$ cat src/rtl/bin2bcd_seq.sv
// Sequential binary-to-BCD converter using shift-and-add-3, one operand bit per clock.
// Optional two's-complement input; ovf flags a magnitude that does not fit in DIGITS digits.
module bin2bcd_seq #(
    parameter int BIN_W  = 12,
    parameter int DIGITS = 4,
    parameter int SIGNED = 0
) (
    input  logic                  clk,
    input  logic                  rst,
    input  logic                  start,
    input  logic [BIN_W-1:0]      bin,
    output logic                  busy,
    output logic                  valid,
    output logic [4*DIGITS-1:0]   bcd,
    output logic                  neg,
    output logic                  ovf
);
    localparam int CW = $clog2(BIN_W + 1);
    localparam int DW = 4 * DIGITS;

    typedef enum logic [1:0] {IDLE, SHIFT, DONE} state_t;

    state_t            state, state_next;
    logic [BIN_W-1:0]  sh;
    logic [BIN_W-1:0]  mag;
    logic [DW-1:0]     dig;
    logic [DW-1:0]     adj;
    logic              sign;
    logic              sign_in;
    logic              sticky;
    logic [CW-1:0]     cnt;

    always_comb begin
        sign_in = (SIGNED != 0) && bin[BIN_W-1];
        mag     = sign_in ? (~bin + BIN_W'(1)) : bin;
    end

    // Per-digit add-3 correction; digits never carry into each other.
    always_comb begin
        adj = '0;
        for (int k = 0; k < DIGITS; k++) begin
            adj[4*k +: 4] = (dig[4*k +: 4] >= 4'd5) ? dig[4*k +: 4] + 4'd3 : dig[4*k +: 4];
        end
    end

    always_ff @(posedge clk or posedge rst) begin
        if (rst) state <= IDLE;
        else     state <= state_next;
    end

    always_comb begin
        state_next = state;
        busy       = (state != IDLE);
        case (state)
            IDLE:    if (start) state_next = SHIFT;
            SHIFT:   if (cnt == CW'(1)) state_next = DONE;
            DONE:    state_next = IDLE;
            default: state_next = IDLE;
        endcase
    end

    always_ff @(posedge clk or posedge rst) begin
        if (rst) begin
            sh     <= '0;
            dig    <= '0;
            sign   <= 1'b0;
            sticky <= 1'b0;
            cnt    <= '0;
            bcd    <= '0;
            neg    <= 1'b0;
            ovf    <= 1'b0;
            valid  <= 1'b0;
        end else begin
            valid <= (state == DONE);
            case (state)
                IDLE: begin
                    if (start) begin
                        sh     <= mag;
                        sign   <= sign_in;
                        dig    <= '0;
                        sticky <= 1'b0;
                        cnt    <= CW'(BIN_W);
                    end
                end
                SHIFT: begin
                    // The top digit's bit 3 falls off the end: that is a carry past 10^DIGITS.
                    dig    <= {adj[DW-2:0], sh[BIN_W-1]};
                    sh     <= {sh[BIN_W-2:0], 1'b0};
                    sticky <= sticky | adj[DW-1];
                    cnt    <= cnt - CW'(1);
                end
                DONE: begin
                    bcd <= dig;
                    neg <= sign;
                    ovf <= sticky;
                end
                default: ;
            endcase
        end
    end
endmodule

$ cat config.mk
export PLATFORM = sky130hd
export DESIGN_NAME = bin2bcd_seq
export DESIGN_NICKNAME = d
export VERILOG_FILES = /design/src/rtl/bin2bcd_seq.sv
export SDC_FILE = /design/constraint.sdc
export NUM_CORES = 1
export LEC_CHECK = 0
export ABC_AREA = 1
export CORE_MARGIN = 5
export CORE_UTILIZATION = 45
export DETAILED_ROUTE_END_ITERATION = 8
export DONT_BUFFER_PORTS = 1
export GPL_TIMING_DRIVEN = 0
export SLEW_MARGIN = 25
export SYNTH_ARGS = -nofsm -noshare
export SYNTH_HDL_FRONTEND = slang
export SYNTH_SLANG_ARGS = --single-unit
$ cat constraint.sdc
create_clock -name clk -period 1.9 [get_ports clk]
set_input_delay 0.38 -clock clk [delete_from_list [all_inputs] [get_ports clk]]
set_output_delay 0.38 -clock clk [all_outputs]
set_load 0.1 [all_outputs]
==> impl_metrics.sql <==
INSERT INTO impl_metrics (metric_group, metric, value, unit) VALUES
('run_status', 'run_status', 'completed', ''),
('die', 'fp.dieH', '84.7', 'um'),
('worst_hold_path', 'holdCritPathClass', 'in2async', ''),
('logic_synthesis', 'top_post_synthesis_cells_by_area', 'dfrtp_1, nand2_1, o21ai_0', ''),
('global_routing', 'via_count_of_the_first_global_routing_pass', '1944', ''),
('global_routing', 'grt_start_max_net_pins', '54', ''),
('timing', 'maxSlewViolCount', '0', ''),
('placement', 'gpl.final_weighted_congestion', '0.861', ''),
('timing', 'achievable-frequency', '576', 'MHz'),
('clock_network', 'numClockSinks', '53', ''),
('placement', 'dp_hpwl', '3570', 'um'),
('clock_network', 'cts-resized-gates', '0', ''),
('setup_path', 'worstPathMaxFanout', '4', ''),
('logic_synthesis', 'synth_cell_types', '17', ''),
('drt', 'remaining_drc_errors', '0', ''),
('placement', 'port-buffer-count', '0', ''),
('clock_network', 'insertion_delay', '310', 'ps'),
('global_routing', 'grt_pass1_wl', '9040', 'um'),
('die', 'placeableCoreArea', '0.00547', 'mm^2'),
('clock_network', 'h_tree_lvl_count', '2', ''),
('logic_synthesis', 'post_synth_inst_count', '309', ''),
('clock_network', 'cts_max_path_buffers', '2', ''),
('final_layout', 'flow.area_growth_from_synthesis', '7.72', '%'),
('setup_path', 'cp-end-kind', 'output port', ''),
('logic_synthesis', 'netlist.area_leader.share', '52.8', '%'),
('logic_synthesis', 'yosys_warnings', '0', ''),
('final_layout', 'layout.cells.non_filler', '389', ''),
('timing', 'final_setup_violation_count', '0', ''),
('setup_path', 'worst-r2r-cell-count', '7', ''),
('drt', 'dr.first_iter.drc_count', '126', ''),
('setup_path', 'r2r-end', 'dig[9]$_DFFE_PP0P_', ''),
('die', 'fp.dieW', '84.7', 'um'),
('clock_network', 'cts.repair_timing.setup_buffer_count', '0', ''),
('logic_synthesis', 'seq_area_frac_synth', '52.8', '%'),
('clock_network', 'tritoncts', 'yes', ''),
('drt', 'detailedRoute.firstPassIterationCount', '4', ''),
('setup_path', 'crit_type', 'reg2out', ''),
('logic_synthesis', 'mappedNetlistNets', '334', ''),
('final_layout', 'drive_above_1_share', '6.31', '%'),
('setup_path', 'worst-endpoint-arrival', '1360', 'ps'),
('clock_network', 'cts.root.buffer_cell', 'clkbuf_8', ''),
('timing', 'timing.final.hold_violations', '0', ''),
('global_routing', 'grt.overflow.total', '0', ''),
('final_layout', 'design.final.nets', '341', ''),
('setup_path', 'crit_path_start_kind', 'register', ''),
('global_routing', 'antenna_found_initial', '0', ''),
('drt', 'wl_per_cell', '13.1', 'um'),
('die', 'initial_utilization', '45.9', '%'),
('timing', 'slew_headroom', '38.2', '%'),
('final_layout', 'antenna_cells', '0', ''),
('drt', 'num_vias', '1944', ''),
('timing', 'timing.clock.skew', '7.82', 'ps'),
('die', 'ioPinCount', '35', ''),
('drt', 'drt-vias-per-instance', '5.00', ''),
('logic_synthesis', 'yosys.area.top_type', 'dfrtp_1', ''),
('logic_synthesis', 'avgSynthCellArea', '8.13', 'um^2'),
('setup_path', 'worstReg2RegStart', 'state[1]$_DFFE_PP0P_', ''),
('setup_path', 'reg2reg_slack', '560', 'ps'),
('timing', 'post-route-period-util', '91.4', '%'),
('placement', 'post-place-cells', '381', ''),
('clock_network', 'post_cts_hold_buffer_count', '0', ''),
('timing', 'tightest_slew', '927', 'ps'),
('clock_network', 'clk_pin_slew', '90', 'ps'),
('die', 'fp.dieArea', '0.00718', 'mm^2'),
('logic_synthesis', 'synth.cell_area', '0.00251', 'mm^2'),
('clock_network', 'numCtsBuffers', '5', ''),
('drt', 'postRouteAntennaNets', '0', ''),
('logic_synthesis', 'yosys_register_bits', '53', ''),
('flow_run', 'drv_cap', '0', ''),
('timing', 'min_period', '1740', 'ps'),
('drt', 'finalWirelength', '5100', 'um'),
('die', 'floorplan.rows', '27', ''),
('global_routing', 'grtUsageTotal', '15.6', '%'),
('timing', 'grt_setup_unrepaired', 'false', ''),
('setup_path', 'worstPathRequired', '1520', 'ps');
==> worst max-delay path by stage <==
stage                     cells past startpoint                  end  slack [ps]            startpoint
final                                         2                 busy         160  state[0]$_DFFE_PP0P_
after global routing                          2                 busy          80  state[0]$_DFFE_PP0P_
after CTS                                     2                 busy         150  state[0]$_DFFE_PP0P_
after detailed placement                      2                 busy         490  state[0]$_DFFE_PP0P_
after global placement                        1  dig[10]$_DFFE_PP0P_        -420                   rst
after floorplan                               1   bcd[0]$_DFFE_PP0P_         230                   rst
==> cell type report <==
| cell class | count | area [um^2] |
|---|---|---|
| clock buffer | 7 | 96.3 |
| tap | 72 | 90.1 |
| multi-input combinational | 213 | 1000 |
| sequential | 53 | 1330 |
| fill | 568 | 2770 |
| inverter | 32 | 123 |
| buffer | 11 | 62.6 |
| clock inverter | 1 | 5.00 |
==> cell usage after synthesis <==
master / count
nor3_1: 2
nand4_1: 8
conb_1: 1
nor4_1: 1
inv_1: 32
o22ai_1: 1
nand3b_1: 1
nand2_1: 115
buf_2: 7
o21ai_0: 34
ha_1: 10
nand3_1: 32
buf_4: 3
clkbuf_2: 1
dfrtp_1: 53
nor2_1: 7
o21bai_1: 1
==> per-layer routing <==
metal	up-vias	wire (um)	part of all wire, %	GRT usage, %
met5	-	0	0	0
met4	0	90	1.8	6.33
met3	8	237	4.6	3.63
met2	46	2390	47	24.6
met1	884	2380	47	20.6
li1	1006	-	-	-
==> logic make-up after synthesis <==
family | after synthesis | synth area share (%)
DFF | 53 | 52.8
AOI/OAI and AO/OA | 36 | 7.32
and+or+nand+nor | 166 | 27.5
other | 1 | 0.149
adders and majority gates | 10 | 4.98
buffers and inverters | 43 | 7.27
==> worst max-delay path, stage by stage, from the launching register on <==
cell     delay [ps]
dfrtp_1         400
nor2_1           50
inv_1           600
==> metrics by stage <==
stage / worst slack, ps / instance area (um^2) / setup TNS (ps) / util (%) / hold slack, ps
global placement: -418 / 2600 / -21970 / 47.6 / 462
floorplan: 234 / 2510 / 0 / - / 442
global route: 84.9 / 2710 / 0 / 49.5 / 95.6
detailed placement: 494 / 2610 / 0 / 47.6 / 400
finish: 163 / 2710 / 0 / 49.5 / 16.4
CTS: 146 / 2710 / 0 / 49.5 / 62.5
==> cells in the final DEF (no fill, tap or decap) <==
cell,synthesis,routed
clkinv_2,0,1
nand2_1,115,115
nand4_1,8,8
nand3_1,32,32
conb_1,1,1
nand3b_1,1,1
buf_2,7,7
clkbuf_2,1,1
o21ai_0,34,34
nor3_1,2,2
buf_4,3,3
inv_1,32,31
o22ai_1,1,1
clkbuf_8,0,7
nor4_1,1,1
ha_1,10,10
dfrtp_1,53,53
o21bai_1,1,1
nor2_1,7,7
inv_4,0,1
==> sequential cells by signal, summed over array words and instances, names as in the netlist <==
signal  count
sticky      1
cnt         4
ovf         1
dig        16
bcd        16
valid       1
state       2
sh         12
Power is left out: the tool's default activity adds up to more than one toggle a clock period on the data nets, which glitch-free logic cannot reach.
